--- config.mk ---
export PLATFORM = sky130hd
export DESIGN_NAME = fifo_axis_reader
export DESIGN_NICKNAME = d
export VERILOG_FILES = /design/src/rtl/fifo_pkg.sv /design/src/rtl/axis_skid_buffer.sv /design/src/rtl/fifo_axis_reader.sv
export SDC_FILE = /design/constraint.sdc
export NUM_CORES = 1
export LEC_CHECK = 0
export ABC_AREA = 1
export BUFFER_PORTS_ARGS = -buffer_cell sky130_fd_sc_hd__buf_4
export CORE_MARGIN = 2
export CORE_UTILIZATION = 41
export DETAILED_ROUTE_END_ITERATION = 8
export PLACE_DENSITY = 0.62
export SYNTH_ARGS = -nofsm -noshare
export SYNTH_HDL_FRONTEND = slang
export SYNTH_SLANG_ARGS = --single-unit
--- constraint.sdc ---
create_clock -name clk -period 1.9 [get_ports clk]
set_clock_uncertainty 0.1 [all_clocks]
set_input_delay 0.38 -clock clk [delete_from_list [all_inputs] [get_ports clk]]
set_output_delay 0.38 -clock clk [all_outputs]
set_load 0.01 [all_outputs]
--- src/rtl/fifo_pkg.sv ---
// Shared definitions for the synchronous FIFO and its read-side engines.
//   entry_meta_t  : per-entry control flags carried next to the data word
//   rd_state_e    : packet-tracking state of the read-side drain engine
//   fifo_last_bit : index of the last flag inside a FIFO entry of a given
//                   data width (the flag sits directly above the data bits)
package fifo_pkg;

    typedef enum logic {
        IDLE = 1'b0,
        BUSY = 1'b1
    } rd_state_e;

    // A buffered stream entry is {data, entry_meta_t}; the data width is a
    // per-instance parameter, so only the flags are fixed here.
    typedef struct packed {
        logic last;
        logic trunc;
    } entry_meta_t;

    function automatic int fifo_last_bit(input int data_w);
        return data_w;
    endfunction

endpackage

--- src/rtl/axis_skid_buffer.sv ---
// Two-entry output stage: a main register that drives the stream pins and a
// skid register behind it, so the upstream load handshake never has to look
// at m_ready combinationally.
//   clk, rst_n            : clock, async active-low reset
//   ld_valid/ld_data/ld_meta : entry loaded this cycle
//   skid_valid            : skid occupied (upstream must not load a third)
//   m_data/m_meta/m_valid/m_ready : registered stream output
module axis_skid_buffer
    import fifo_pkg::*;
#(
    parameter int W = 8
) (
    input  logic        clk,
    input  logic        rst_n,
    input  logic        ld_valid,
    input  logic [W-1:0] ld_data,
    input  entry_meta_t ld_meta,
    output logic        skid_valid,
    output logic [W-1:0] m_data,
    output entry_meta_t m_meta,
    output logic        m_valid,
    input  logic        m_ready
);

    logic [W-1:0] skid_data;
    entry_meta_t  skid_meta;
    logic         main_free;

    // Main can take a new entry when empty or when its current one leaves.
    assign main_free = !m_valid || m_ready;

    always_ff @(posedge clk or negedge rst_n) begin
        if (!rst_n) begin
            m_data     <= '0;
            m_meta     <= '0;
            m_valid    <= 1'b0;
            skid_data  <= '0;
            skid_meta  <= '0;
            skid_valid <= 1'b0;
        end else if (main_free) begin
            if (skid_valid) begin
                // Older skid entry goes first; a concurrent load backfills skid.
                m_data  <= skid_data;
                m_meta  <= skid_meta;
                m_valid <= 1'b1;
                if (ld_valid) begin
                    skid_data <= ld_data;
                    skid_meta <= ld_meta;
                end else begin
                    skid_valid <= 1'b0;
                end
            end else if (ld_valid) begin
                m_data  <= ld_data;
                m_meta  <= ld_meta;
                m_valid <= 1'b1;
            end else begin
                m_valid <= 1'b0;
            end
        end else if (ld_valid) begin
            skid_data  <= ld_data;
            skid_meta  <= ld_meta;
            skid_valid <= 1'b1;
        end
    end

endmodule

--- src/rtl/fifo_axis_reader.sv ---
// Drains a first-word-fall-through FIFO onto an AXI-Stream master port.
// Splits packets longer than MAX_PKT_LEN beats (forced last + trunc flag)
// and reports the length of every completed output packet.
//   clk, rst_n        : clock, async active-low reset
//   fifo_empty_i      : FIFO empty
//   fifo_data_i       : FIFO head {last, data}
//   fifo_pop_o        : consume FIFO head this cycle
//   m_data_o/m_last_o/m_valid_o/m_ready_i : stream master
//   busy_o            : a packet has started on the output but not finished
//   pkt_done_o        : pulse after a last beat is accepted
//   pkt_len_o         : beat count of the latest completed packet
//   trunc_o           : pulse after a forced-last beat is accepted
module fifo_axis_reader
    import fifo_pkg::*;
#(
    parameter int T_DATA_WIDTH = 8,
    parameter int MAX_PKT_LEN  = 256,
    parameter int LEN_W        = $clog2(MAX_PKT_LEN + 1)
) (
    input  logic                    clk,
    input  logic                    rst_n,
    input  logic                    fifo_empty_i,
    input  logic [T_DATA_WIDTH:0]   fifo_data_i,
    output logic                    fifo_pop_o,
    output logic [T_DATA_WIDTH-1:0] m_data_o,
    output logic                    m_last_o,
    output logic                    m_valid_o,
    input  logic                    m_ready_i,
    output logic                    busy_o,
    output logic                    pkt_done_o,
    output logic [LEN_W-1:0]        pkt_len_o,
    output logic                    trunc_o
);

    localparam int LAST_BIT = fifo_last_bit(T_DATA_WIDTH);

    logic        skid_valid;
    logic        in_last;
    logic        force_last;
    logic        acc;
    entry_meta_t ld_meta;
    entry_meta_t m_meta;
    logic [LEN_W-1:0] ld_cnt;
    logic [LEN_W-1:0] out_cnt;
    rd_state_e   state, state_nxt;

    // Pop only depends on local buffer occupancy, never on m_ready_i.
    assign fifo_pop_o = !fifo_empty_i && !skid_valid;

    // Truncation is decided on the load side, so the split is already
    // baked into the buffered entry by the time it reaches the pins.
    assign in_last    = fifo_data_i[LAST_BIT];
    assign force_last = !in_last && (ld_cnt == LEN_W'(MAX_PKT_LEN - 1));
    assign ld_meta    = '{last: in_last || force_last, trunc: force_last};

    always_ff @(posedge clk or negedge rst_n) begin
        if (!rst_n)
            ld_cnt <= '0;
        else if (fifo_pop_o)
            ld_cnt <= ld_meta.last ? '0 : ld_cnt + LEN_W'(1);
    end

    axis_skid_buffer #(
        .W(T_DATA_WIDTH)
    ) u_buf (
        .clk        (clk),
        .rst_n      (rst_n),
        .ld_valid   (fifo_pop_o),
        .ld_data    (fifo_data_i[T_DATA_WIDTH-1:0]),
        .ld_meta    (ld_meta),
        .skid_valid (skid_valid),
        .m_data     (m_data_o),
        .m_meta     (m_meta),
        .m_valid    (m_valid_o),
        .m_ready    (m_ready_i)
    );

    assign m_last_o = m_meta.last;
    assign acc      = m_valid_o && m_ready_i;

    always_ff @(posedge clk or negedge rst_n) begin
        if (!rst_n) state <= IDLE;
        else        state <= state_nxt;
    end

    always_comb begin
        state_nxt = state;
        busy_o    = (state == BUSY);
        if (acc)
            state_nxt = m_meta.last ? IDLE : BUSY;
    end

    // Output-side accounting; everything here only moves on a handshake,
    // so an underrun mid-packet simply freezes it.
    always_ff @(posedge clk or negedge rst_n) begin
        if (!rst_n) begin
            out_cnt    <= '0;
            pkt_len_o  <= '0;
            pkt_done_o <= 1'b0;
            trunc_o    <= 1'b0;
        end else begin
            pkt_done_o <= acc && m_meta.last;
            trunc_o    <= acc && m_meta.last && m_meta.trunc;
            if (acc) begin
                if (m_meta.last) begin
                    pkt_len_o <= out_cnt + LEN_W'(1);
                    out_cnt   <= '0;
                end else begin
                    out_cnt <= out_cnt + LEN_W'(1);
                end
            end
        end
    end

endmodule
* Yosys cells after proc, flatten, opt, wreduce, memory -nomap -nowiden *
Index checks and enable logic that the tools add are counted.

cells by class
  add/subtract/negate cells = 2
  eq/ne operators = 2
  muxes and demuxes = 18
  reduce and logical (&&, ||, !) cells = 15

operators by type and width
  kind                                                 count
  2-to-1 mux 8 bit                                     5
  adder 9 x 1 -> 9 bit, second input constant          2
  2-to-1 mux 9 bit                                     2
  2-to-1 mux 2 bit                                     5
  equality test 9 x 8 -> 1 bit, second input constant  1
  2-to-1 mux 1 bit                                     6
  logical AND 1 bit                                    5
  logical NOT 1 bit                                    4
  AND reduction 2 bit                                  2
  nonzero test 2 bit                                   2
  logical OR 1 bit                                     2
  != test 2 x 1 -> 1 bit, second input constant        1

word-level totals
  flip-flop bits (word level) = 52
  input bits = 13
  output and inout bits = 23
  logic and storage cells = 51

* Longest topological paths before layout *
Gate-level depths: netlist of run 1.

  depth after elaboration = 6
  gate-level depth with buffers = 12
  gate-level depth less buffers = 12

* Modules after synthesis *
A second synthesis of run 1 with hierarchy kept.

second synthesis, totals
  cell total of the unflattened synthesis = 299
  area total of the unflattened synthesis = 2436.1 µm²

modules (own cells, without submodules)
  module            instances  cells an instance  area an instance (µm²)  seq. area each (µm²)
  fifo_axis_reader  1          170                1437.6                  750.7
  axis_skid_buffer  1          129                998.5                   550.5

* Worst setup path before layout of run 1 *
No wires, ideal clock.

  path kind = flip-flop to flip-flop
  from = register ld_cnt[0]
  to = register ld_cnt[5]
  library setup time = 62 ps
  arrival = 1667 ps
  data required time = 1738 ps
  path slack = 70 ps
  cell stages (with the launch flop) = 12
  buffers on the path = 0
  clock period less this slack = 1830 ps
  cells stage by stage = dfrtp_1 -> ha_1 -> nand2_1 -> nor3b_1 -> ha_1 -> nor2_1 -> nor2_2 -> inv_1 -> nand2_1 -> nand2_1 -> nand2_1 -> inv_1

between the ends
  longest elaborated chain between the ends = 4
  elaborated cells on any way between the ends = 5
  those cells by class = add/sub: 1; eq/ne: 1; mux: 1; reduce/logical: 2

RTL lines
  item                                                                          line                    RTL
  from (decl)                                                                   fifo_axis_reader.sv:43  logic [LEN_W-1:0] ld_cnt;
  from (signal assigned)                                                        fifo_axis_reader.sv:60  ld_cnt <= ld_meta.last ? '0 : ld_cnt + LEN_W'(1);
  parallel branches: the longest is 3 deep, another holds adder 9 x 1 -> 9 bit  n/a
  2-to-1 mux 9 bit (*)                                                          fifo_axis_reader.sv:60

Every way passes the cells marked *.
A chain may end at the register's enable or synchronous reset.

* Final worst setup path of run 1 *
  from = register u_buf.skid_valid
  to = output port fifo_pop_o

between the ends
  longest elaborated chain between the ends = 2

RTL lines
  item                    line                    RTL
  from (decl)             axis_skid_buffer.sv:18  output logic skid_valid,
  from (signal assigned)  axis_skid_buffer.sv:39  skid_valid <= 1'b0;
  from (signal assigned)  axis_skid_buffer.sv:50  skid_valid <= 1'b0;
  from (signal assigned)  axis_skid_buffer.sv:62  skid_valid <= 1'b1;
  logical NOT 1 bit       fifo_axis_reader.sv:48  assign fifo_pop_o = !fifo_empty_i && !skid_valid;
  logical AND 1 bit       fifo_axis_reader.sv:48
  to (decl)               fifo_axis_reader.sv:24  output logic fifo_pop_o,

No other way between the ends.

==> results of run 1 <==
-- worst max-delay path, cell delays in order (launching register included) --
cell and delay (ns):
dfrtp_1 0.57, nor2_8 0.27, buf_4 0.16
-- kinds of logic after synthesis --
kind of cell / after synthesis
DFF: 52
buffers and inverters: 42
xor gates and xnor gates: 3
and+or+nand+nor: 130
adders and majority gates: 3
AOI/OAI and AO/OA: 44
-- per-layer routing --
layer	up-vias	wire, um	global-route usage
li1	957	-	-
met1	833	2140	0.205
met2	34	1990	0.236
met3	8	177	0.0393
met4	0	87	0.0610
met5	-	0	0
-- area by class of cell --
| cell class | instances | area share |
|---|---|---|
| clock inverters | 2 | 0.00438 |
| multi-input cells | 180 | 0.326 |
| repair buffers | 41 | 0.108 |
| well taps | 72 | 0.0315 |
| inverters | 37 | 0.0504 |
| clock buffers | 5 | 0.0241 |
| flip-flops and latches | 52 | 0.456 |
-- synthesized netlist by cell type --
cell type / instances / area share
ha_1: 3 / 0.016
nand4_1: 3 / 0.0078
nand2_1: 85 / 0.13
nand2_2: 2 / 0.0052
nand3_1: 17 / 0.035
o21ai_1: 2 / 0.0042
nor3_1: 1 / 0.0021
o22ai_1: 2 / 0.0052
buf_4: 1 / 0.0031
nor3b_1: 1 / 0.0031
inv_4: 2 / 0.0052
nor2_4: 2 / 0.0094
o21ai_0: 12 / 0.025
inv_2: 2 / 0.0031
a31oi_1: 8 / 0.021
xor2_1: 2 / 0.0073
clkbuf_1: 1 / 0.0016
nor2_1: 15 / 0.023
o21bai_1: 1 / 0.0031
xnor2_1: 1 / 0.0036
nor2_8: 2 / 0.017
dfrtp_1: 52 / 0.54
a21oi_1: 10 / 0.021
buf_6: 3 / 0.014
nor2_2: 2 / 0.0052
inv_1: 33 / 0.052
o21ai_2: 9 / 0.033
-- state kept, by name (all words and copies together), names as in the netlist --
name              count
ld_cnt                9
pkt_len_o             9
trunc_o               1
u_buf.m_data          8
u_buf.skid_meta       2
u_buf.m_valid         1
u_buf.skid_data       8
u_buf.skid_valid      1
pkt_done_o            1
out_cnt               9
busy_o                1
u_buf.m_meta          2
-- worst max path at each step --
stage / slack [ns] / end / depth (start not counted) / start
after floorplan: 0.07 / ld_cnt[5]$_DFFE_PN0P_ / 11 / ld_cnt[0]$_DFFE_PN0P_
after global placement: 0.12 / ld_cnt[5]$_DFFE_PN0P_ / 12 / ld_cnt[4]$_DFFE_PN0P_
after detailed placement: 0.08 / ld_cnt[5]$_DFFE_PN0P_ / 12 / ld_cnt[4]$_DFFE_PN0P_
after CTS: 0.07 / ld_cnt[5]$_DFFE_PN0P_ / 12 / ld_cnt[4]$_DFFE_PN0P_
after global routing: -0.007 / ld_cnt[5]$_DFFE_PN0P_ / 12 / ld_cnt[4]$_DFFE_PN0P_
final: 0.12 / fifo_pop_o / 2 / u_buf.skid_valid$_DFFE_PN0P_
-- report_power, final --
| group | switching, mW | internal [mW] |
|---|---|---|
| combinational | 0.369 | 0.322 |
| sequential | 0.135 | 1.32 |
| clock | 0.366 | 0.251 |
| total | 0.870 | 1.89 |
-- through the flow --
stage,cells,hold slack [ns],instance area [um2],TNS [ns]
5_1_grt,389,0.0488,2860,-0.00692
3_5_place_dp,381,0.360,2750,0
6_report,389,-0.00519,2860,0
2_1_floorplan,274,-0.0156,2400,0
3_3_place_gp,381,0.360,2750,0
4_1_cts,388,0.0212,2830,0
-- what timing repair did --
action	4_1_cts	5_1_grt
hold buffers	0	0
hold endpoints to repair	0	0
resized for setup	0	7
buffers inserted	0	1
setup endpoints to repair	0	3
==> qor.yml, run 1 <==
violations: "negative hold slack"
root_buffer: "clkbuf_8"
antenna_left: 0
syn_area_um2: 2400
max_slew_margin: 0.567
clock-sinks: 52
num_io_pins: 36
yosysWarnings: 0
slew_violations: 0
fmax_mhz: 560
arrival_ns: 1.30
vias: 1832
reg2reg_from: "ld_cnt[4]$_DFFE_PN0P_"
clk_pin_slew_ns: 0.10
nNetsFinal: 333
r2r_cells: 10
end_kind: "output port"
drt_pass1_iterations: 4
r2r_end: "u_buf.m_meta[1]$_DFFE_PN0P_"
hold_violations: 7
grt_pass1_vias: 1739
peakVddDrop_mv: 0.526
synth_fa_ha_area_frac: 0.0156
wl_per_cell_um: 11.3
coreArea_um2: 5570
drtIter0Drc: 65
die_y_um: 80.5
dp_hpwl_um: 3060
powerDensity_nw_per_um2: 966
vias_per_cell: 4.71
cts_buffers: 5
synth_top_family_by_area: "simple AND/OR/NAND/NOR gates"
multi_input_area_um2: 932
mostFrequentLayoutCells: "nand2_1 (83), dfrtp_1 (52), buf_4 (41)"
crit_fanout: 10
fillCellCount: 558
synthMuxAreaShare: 0
crit_type: "reg2out"
drt-total-wl_um: 4400
hold_path_class: "in2async"
synthSimpleGateAreaFrac: 0.241
cp-start-kind: "flip-flop"
postSynthCellCount: 274
htree_levels: 2
final_common_cell: "nand2_1"
status: "finished, violations left"
grt.overflow.total: 0
antenna_cells: 0
post-route-period-util: 0.939
ys_seq_area_frac: 0.542
seq_area_um2: 1300
setup_slack_ns: 0.115
fin_crit_ns: 1.78
avgSynthCellArea_um2: 8.77
power.leakage_nw: 1.49
drv.max_cap_violation_count: 0
place_ws_ns: 0.0820
ff2ff_setup_slack_ns: 0.19
initial_core_util: 0.431
num_rows: 27
gp_congestion: 0.896
dieArea_um2: 6490
grt_pass1_wl_um: 7730
drc: 0
synth_cell_types: 27
post-route-util: 0.512
cts_buffer_depth: 2
setup_viol_count_final: 0
grt_max_degree: 53
port-buffer-count: 35
synth-xor-area-share: 0.0109
area_delta_synth_final_pct: 18.9
worst-slew-pin-transition_ns: 0.649
grt_use_total: 0.153
fin_hold_ws_ns: -0.00519
cts_tree: "yes"
antenna_found_initial: 0
ys_seq_elements: 52
synth_nets: 290
clkLatencyLatePin_ns: 0.30
synth_compound_area_frac: 0.112
die_w_um: 80.5
layout-drive-gt1-share: 0.237
required_ns: 1.42
total_power_mw: 2.76
Note: power is estimated with default switching activity, not from simulation.
==> inputs of run 2 (changes only) <==
--- a/config.mk
+++ b/config.mk
@@ -5,12 +5,11 @@
 export SDC_FILE = /design/constraint.sdc
 export NUM_CORES = 1
 export LEC_CHECK = 0
-export ABC_AREA = 1
 export BUFFER_PORTS_ARGS = -buffer_cell sky130_fd_sc_hd__buf_4
 export CORE_MARGIN = 2
 export CORE_UTILIZATION = 41
 export DETAILED_ROUTE_END_ITERATION = 8
-export PLACE_DENSITY = 0.62
+export PLACE_DENSITY_LB_ADDON = 0.2
 export SYNTH_ARGS = -nofsm -noshare
 export SYNTH_HDL_FRONTEND = slang
 export SYNTH_SLANG_ARGS = --single-unit
==> run 2 against run 1 <==
Effect of this change:
- the flow still finishes with violations (negative hold slack)
- fmax grew 0.35%
- worst setup slack better by 0.0062 ns
- power increased by 13%
- critical path type unchanged
- largest cell class unchanged
==> qor.yml, run 2 <==
status: "finished, violations left"  # unchanged
violations: "negative hold slack"  # unchanged
hold_path_class: "in2async"  # unchanged
crit_type: "reg2out"  # unchanged
drc: 0  # unchanged
synth_top_area_cell: "dfrtp_1"  # unchanged
drv.max_cap_violation_count: 0  # unchanged
dp_hpwl_um: 3120  # was 3060 um
gp_congestion: 0.794  # was 0.896
r2r_cells: 7  # was 10
r2r_end: "u_buf.m_meta[1]$_DFFE_PN0P_"  # unchanged
wl_per_cell_um: 13.9  # was 11.3 um
synth_edf_count: 0  # unchanged
crit_path_start: "u_buf.skid_valid$_DFFE_PN0P_"  # unchanged
arrival_ns: 1.30  # about the same
hold_violations: 6  # was 7
final_common_cell: "dfrtp_1"  # was nand2_1
setup_viol_count_final: 0  # unchanged
grt_pass1_wl_um: 7910  # was 7730 um
async_flop_share: 1.00  # unchanged
setup_tns_ns: 0  # unchanged
clock-sinks: 52  # unchanged
fillCellCount: 521  # was 558
cts_buffer_depth: 2  # unchanged
coreArea_um2: 5610  # was 5570 um2
synth_fa_ha_area_frac: 0.0155  # was 0.0156
fin_crit_ns: 1.78  # about the same
clk_pin_slew_ns: 0.09  # was 0.10 ns
synthMuxAreaShare: 0.125  # was 0
synthSimpleGateAreaFrac: 0.173  # was 0.241
num_rows: 27  # unchanged
drt-total-wl_um: 4630  # was 4400 um
synth_common_cells: "dfrtp_1 (52), mux2_2 (26), nand2_1 (25)"  # was nand2_1 (85), dfrtp_1 (52), inv_1 (33)
end_kind: "output port"  # unchanged
max_slew_margin: 0.566  # was 0.567
ff2ff_setup_slack_ns: 0.17  # was 0.19 ns
drt_pass1_iterations: 4  # unchanged
cts_tree: "yes"  # unchanged
synthTopCellsByArea: "dfrtp_1 (54%), mux2_2 (12%), o21ai_0 (4.3%)"  # was dfrtp_1 (54%), nand2_1 (13%), inv_1 (5.2%)
initial_core_util: 0.432  # was 0.431
cp-start-kind: "flip-flop"  # unchanged
worst-slew-pin-transition_ns: 0.650  # was 0.649 ns
multi_input_area_um2: 1040  # was 932 um2
grt.overflow.total: 0  # unchanged
num_io_pins: 36  # unchanged
fin_hold_ws_ns: -0.00487  # was -0.00519 ns
port-buffer-count: 35  # unchanged
htree_levels: 2  # unchanged
crit_fanout: 14  # was 10
peakVddDrop_mv: 0.425  # was 0.526 mV
die_w_um: 80.8  # was 80.5 um
powerDensity_nw_per_um2: 1090  # was 966 nW/um2
grt_pass1_vias: 1678  # was 1,739
die_y_um: 80.8  # was 80.5 um
grt_max_degree: 53  # unchanged
area_delta_synth_final_pct: 18.4  # was 18.9%
antenna_cells: 0  # unchanged
synth_top_area_frac: 0.537  # was 0.542
fmax_mhz: 562  # was 560 MHz
cts_buffers: 5  # unchanged
slew_violations: 0  # unchanged
required_ns: 1.42  # about the same
clkLatencyLatePin_ns: 0.31  # was 0.30 ns
mostFrequentLayoutCells: "dfrtp_1 (51), buf_4 (41), mux2_2 (26)"  # was nand2_1 (83), dfrtp_1 (52), buf_4 (41)
syn_area_um2: 2420  # was 2400 um2
layout-drive-gt1-share: 0.309  # was 0.237
crit_end: "fifo_pop_o"  # unchanged
avgSynthCellArea_um2: 10.9  # was 8.77 um2
postSynthCellCount: 223  # was 274
antenna_found_initial: 0  # unchanged
antenna_left: 0  # unchanged
power.leakage_nw: 1.24  # was 1.49 nW
synth_top_family_by_area: "simple AND/OR/NAND/NOR gates"  # unchanged
root_buffer: "clkbuf_8"  # unchanged
grt_use_total: 0.157  # was 0.153
rsz0062_at_grt: "false"
seq_area_um2: 1300  # about the same
synth_compound_area_frac: 0.104  # was 0.112
post-route-util: 0.511  # was 0.512
dieArea_um2: 6540  # was 6490 um2
ys_seq_elements: 52  # unchanged
nNetsFinal: 277  # was 333
vias_per_cell: 5.27  # was 4.71
yosysWarnings: 0  # unchanged
synth_nets: 239  # was 290
holdBufCountCts: 0  # unchanged
post-route-period-util: 0.936  # was 0.939
vias: 1759  # was 1,832
synth-xor-area-share: 0.0109  # about the same
ys_seq_area_frac: 0.537  # was 0.542
synth_cell_types: 30  # was 27
synth-main-ff-cell: "dfrtp_1"  # unchanged
reg2reg_from: "ld_cnt[0]$_DFFE_PN0P_"  # was ld_cnt[4]$_DFFE_PN0P_
reg_top3: "ld_cnt x9, out_cnt x9, pkt_len_o x9"  # unchanged
synth_most_common_cell: "dfrtp_1"  # was nand2_1
drtIter0Drc: 95  # was 65
## run 2: changes by cell type after synthesis, moves of 5 or more
cell / previous run / this run
inv_1: 33 / 6
nor2b_1: 0 / 5
mux2_2: 0 / 26
o21ai_2: 9 / 0
or3_1: 0 / 5
nand2_1: 85 / 25
nand3_1: 17 / 9
o31ai_1: 0 / 6
o21ai_0: 12 / 21
buf_2: 0 / 6
or4_1: 0 / 8
## run 2: worst max-delay path, cell delays in order (launching register included)
cell,delay [ns]
dfrtp_2,0.46
or2_4,0.33
inv_2,0.09
buf_4,0.12
## run 2: worst min-delay path by stage
stage | from | to | cells after the start
finish | rst_n | u_buf.m_data[6]$_DFFE_PN0P_ | 1
global route | rst_n | u_buf.m_data[6]$_DFFE_PN0P_ | 1
CTS | rst_n | u_buf.m_data[6]$_DFFE_PN0P_ | 1
detailed placement | rst_n | u_buf.m_data[6]$_DFFE_PN0P_ | 1
global placement | pkt_len_o[3]$_DFFE_PN0P_ | pkt_len_o[3]$_DFFE_PN0P_ | 2
floorplan | rst_n | busy_o$_DFFE_PN0N_ | 0
## run 2: kinds of logic (layout without fill, tap and decap cells)
group           count (synthesis)  in the layout
buf+inv                        16             55
flops                          52             52
xor+xnor                        3              3
mux                            27             27
compound gates                 43             43
fa+ha+maj                       3              3
simple gates                   79             79
## run 2: what timing repair did
action                                  in CTS  in global routing
endpoints found under the setup margin       0                  1
setup buffers                                0                  0
resized for setup                            0                  2
## run 2: cell type report
cell class / instances / area share
multi-input combinational: 155 / 0.362
clock inverter: 2 / 0.0122
inverter: 6 / 0.00785
timing repair buffer: 41 / 0.107
sequential: 52 / 0.454
tap: 72 / 0.0314
clock buffer: 6 / 0.0253
## run 2: per-layer routing
metal  track usage  part of all wire
met1         0.206              0.49
met3        0.0433             0.046
met5             0                 0
met2         0.255              0.45
met4        0.0458            0.0082
## run 2: metrics by stage
step	cells	setup WS, ns	hold slack (ns)	total power, mW	area (um2)
final	334	0.122	-0.00487	3.12	2870
after detailed placement	326	0.178	0.360	2.39	2760
after global placement	326	0.241	0.363	2.37	2760
after CTS	334	0.0521	0.0154	3.15	2870
after global routing	334	0.0191	0.0478	3.34	2870
after floorplan	223	0.225	-0.0156	2.02	2420
## run 2: report_power, final
part / total (mW) / switching (mW) / internal, mW
clock: 0.757 / 0.366 / 0.392
sequential: 1.55 / 0.195 / 1.36
combinational: 0.809 / 0.377 / 0.432
total: 3.12 / 0.937 / 2.18
==> inputs of run 3 (changes only) <==
--- a/config.mk
+++ b/config.mk
@@ -6,8 +6,10 @@
 export NUM_CORES = 1
 export LEC_CHECK = 0
 export BUFFER_PORTS_ARGS = -buffer_cell sky130_fd_sc_hd__buf_4
+export CELL_PAD_IN_SITES_DETAIL_PLACEMENT = 2
+export CELL_PAD_IN_SITES_GLOBAL_PLACEMENT = 2
 export CORE_MARGIN = 2
-export CORE_UTILIZATION = 41
+export CORE_UTILIZATION = 33
 export DETAILED_ROUTE_END_ITERATION = 8
 export PLACE_DENSITY_LB_ADDON = 0.2
 export SYNTH_ARGS = -nofsm -noshare
==> run 3 against run 2 <==
Effect of this change:
- power shrank 0.78%
- the flow now finishes without violations
- critical endpoint unchanged
- critical path type unchanged
- first-iteration DRC count is 45% lower
- final area grew 2.1%
==> qor.yml, run 3 (synthesized netlist as in run 2, its figures left out) <==
power_switching_uw: 995  # was 937 uW
cp-start-kind: "flip-flop"  # unchanged
wl_per_cell_um: 16.1  # was 13.9 um
cts_tree: "yes"  # unchanged
nNetsFinal: 282  # was 277
vias_per_cell: 5.06  # was 5.27
grt_max_degree: 53  # unchanged
fin_crit_ns: 1.82  # was 1.78 ns
place_inst: 356  # was 326
antenna_left: 0  # unchanged
fmax_mhz: 551  # was 562 MHz
coreArea_um2: 7180  # was 5610 um2
clkLatencyLatePin_ns: 0.32  # was 0.31 ns
combPwrFrac: 0.272  # was 0.259
top_layer_used: "met4"  # unchanged
htree_levels: 2  # unchanged
fin_cells: 366  # was 334
root_buffer: "clkbuf_8"  # unchanged
drv.max_cap_violation_count: 0  # unchanged
drt-total-wl_um: 5900  # was 4630 um
grt.overflow.total: 0  # unchanged
port-buffer-count: 35  # unchanged
grt_use_total: 0.160  # was 0.157
crit_fanout: 14  # unchanged
gp_congestion: 0.721  # was 0.794
drtIter0Drc: 52  # was 95
layout-drive-gt1-share: 0.322  # was 0.309
end_kind: "output port"  # unchanged
num_io_pins: 36  # unchanged
max_slew_margin: 0.547  # was 0.566
post-route-period-util: 0.956  # was 0.936
setup_tns_ns: 0  # unchanged
hold_path_class: "in2async"  # unchanged
holdBufCountCts: 0  # unchanged
rsz0062_at_grt: "false"  # unchanged
die_y_um: 89.7  # was 80.8 um
required_ns: 1.42  # about the same
dr_wl_met3_um: 209  # was 212 um
reg_top3: "ld_cnt x9, out_cnt x9, pkt_len_o x9"  # unchanged
peakVddDrop_mv: 0.374  # was 0.425 mV
num_rows: 31  # was 27
cts_buffer_depth: 2  # unchanged
fillCellCount: 786  # was 521
area_delta_synth_final_pct: 21.0  # was 18.4%
worst-slew-pin-transition_ns: 0.680  # was 0.650 ns
seq_power_share: 0.509  # was 0.498
grt_pass1_wl_um: 9730  # was 7910 um
slew_violations: 0  # unchanged
grt_pass1_vias: 1892  # was 1,678
final_common_cell: "dfrtp_1"  # unchanged
die_w_um: 89.7  # was 80.8 um
antenna_cells: 0  # unchanged
drc: 0  # unchanged
mostFrequentLayoutCells: "dfrtp_1 (51), buf_4 (46), mux2_2 (26)"  # was dfrtp_1 (51), buf_4 (41), mux2_2 (26)
arrival_ns: 1.34  # was 1.30 ns
clock-sinks: 52  # unchanged
initial_core_util: 0.337  # was 0.432
drt_pass1_iterations: 3  # was 4
crit_type: "reg2out"  # unchanged
hold_violations: 0  # was 6
intPower_mw: 2.10  # was 2.18 mW
wl_met1_um: 2580  # was 2290 um
switching_share: 0.321  # was 0.301
dp_hpwl_um: 4080  # was 3120 um
dieArea_um2: 8040  # was 6540 um2
met2_length_um: 3050  # was 2090 um
p_clk_frac: 0.219  # was 0.243
powerDensity_nw_per_um2: 1060  # was 1090 nW/um2
antenna_found_initial: 0  # unchanged
vias: 1853  # was 1,759
status: "complete, no violations"  # was finished, violations left
cts_buffers: 5  # unchanged
clk_pin_slew_ns: 0.10  # was 0.09 ns
setup_viol_count_final: 0  # unchanged
power.leakage_nw: 1.25  # was 1.24 nW
-- run 3: cell count changes in the layout (fill, tap and decap cells not counted), sizes merged --
cell      delta
clkinv       -1
buf          +5
bufinv       -1
clkinvlp     +2
-- run 3: path summary, 6_finish.rpt --
check | start | to | slack, ns | cells after the start
min reg2reg | pkt_len_o[4]$_DFFE_PN0P_ | pkt_len_o[4]$_DFFE_PN0P_ | 0.39 | 2
max reg2reg | ld_cnt[0]$_DFFE_PN0P_ | u_buf.m_meta[1]$_DFFE_PN0P_ | 0.15 | 7
min in group clk | fifo_data_i[6] | u_buf.skid_data[6]$_DFFE_PN0P_ | 0.20 | 2
max in group asynchronous | rst_n | u_buf.skid_valid$_DFFE_PN0P_ | 1.21 | 1
max | u_buf.skid_valid$_DFFE_PN0P_ | fifo_pop_o | 0.08 | 3
min | rst_n | busy_o$_DFFE_PN0N_ | 0.004 | 1
-- run 3: area by class of cell --
type                            instances  area (um2)  area share
Clock inverter                          2        15.0     0.00513
Sequential cell                        52        1300       0.445
Timing Repair Buffer                   46         345       0.118
Multi-Input combinational cell        155        1040       0.354
Tap cell                               99         124      0.0423
Inverter                                6        22.5     0.00769
Clock buffer                            6        82.6      0.0282
-- run 3: per-layer routing --
| metal | track usage | vias to the layer above |
|---|---|---|
| met5 | 0 | - |
| met4 | 0.0366 | 0 |
| met3 | 0.0338 | 5 |
| met2 | 0.277 | 31 |
| met1 | 0.205 | 943 |
| li1 | - | 874 |
-- run 3: repair_timing --
action / CTS / global route
setup buffers: 0 / 2
pin swaps: 0 / 1
setup endpoints to repair: 1 / 1
gates resized for setup: 1 / 0
-- run 3: per-stage QoR --
step	utilization	power [mW]	setup WS [ns]	hold slack (ns)	area, um2
floorplan	-	2.02	0.225	-0.0156	2420
global placement	0.392	2.40	0.237	0.366	2820
detailed placement	0.392	2.45	0.167	0.372	2820
CTS	0.406	3.16	0.00481	0.0293	2910
global route	0.408	3.32	0.00354	0.0527	2930
finish	0.408	3.09	0.0844	0.00388	2930
-- run 3: critical path: stages, from the launching register on --
cell	delay, ns
dfrtp_2	0.44
or2_4	0.31
inv_1	0.13
buf_4	0.14
-- run 3: power by group through the flow --
stage	combinational (mW)	clock [mW]	sequential, mW
floorplan	0.432	0	1.59
global placement	0.821	0	1.58
detailed placement	0.856	0	1.60
CTS	0.861	0.718	1.58
global route	0.956	0.746	1.62
finish	0.842	0.679	1.57
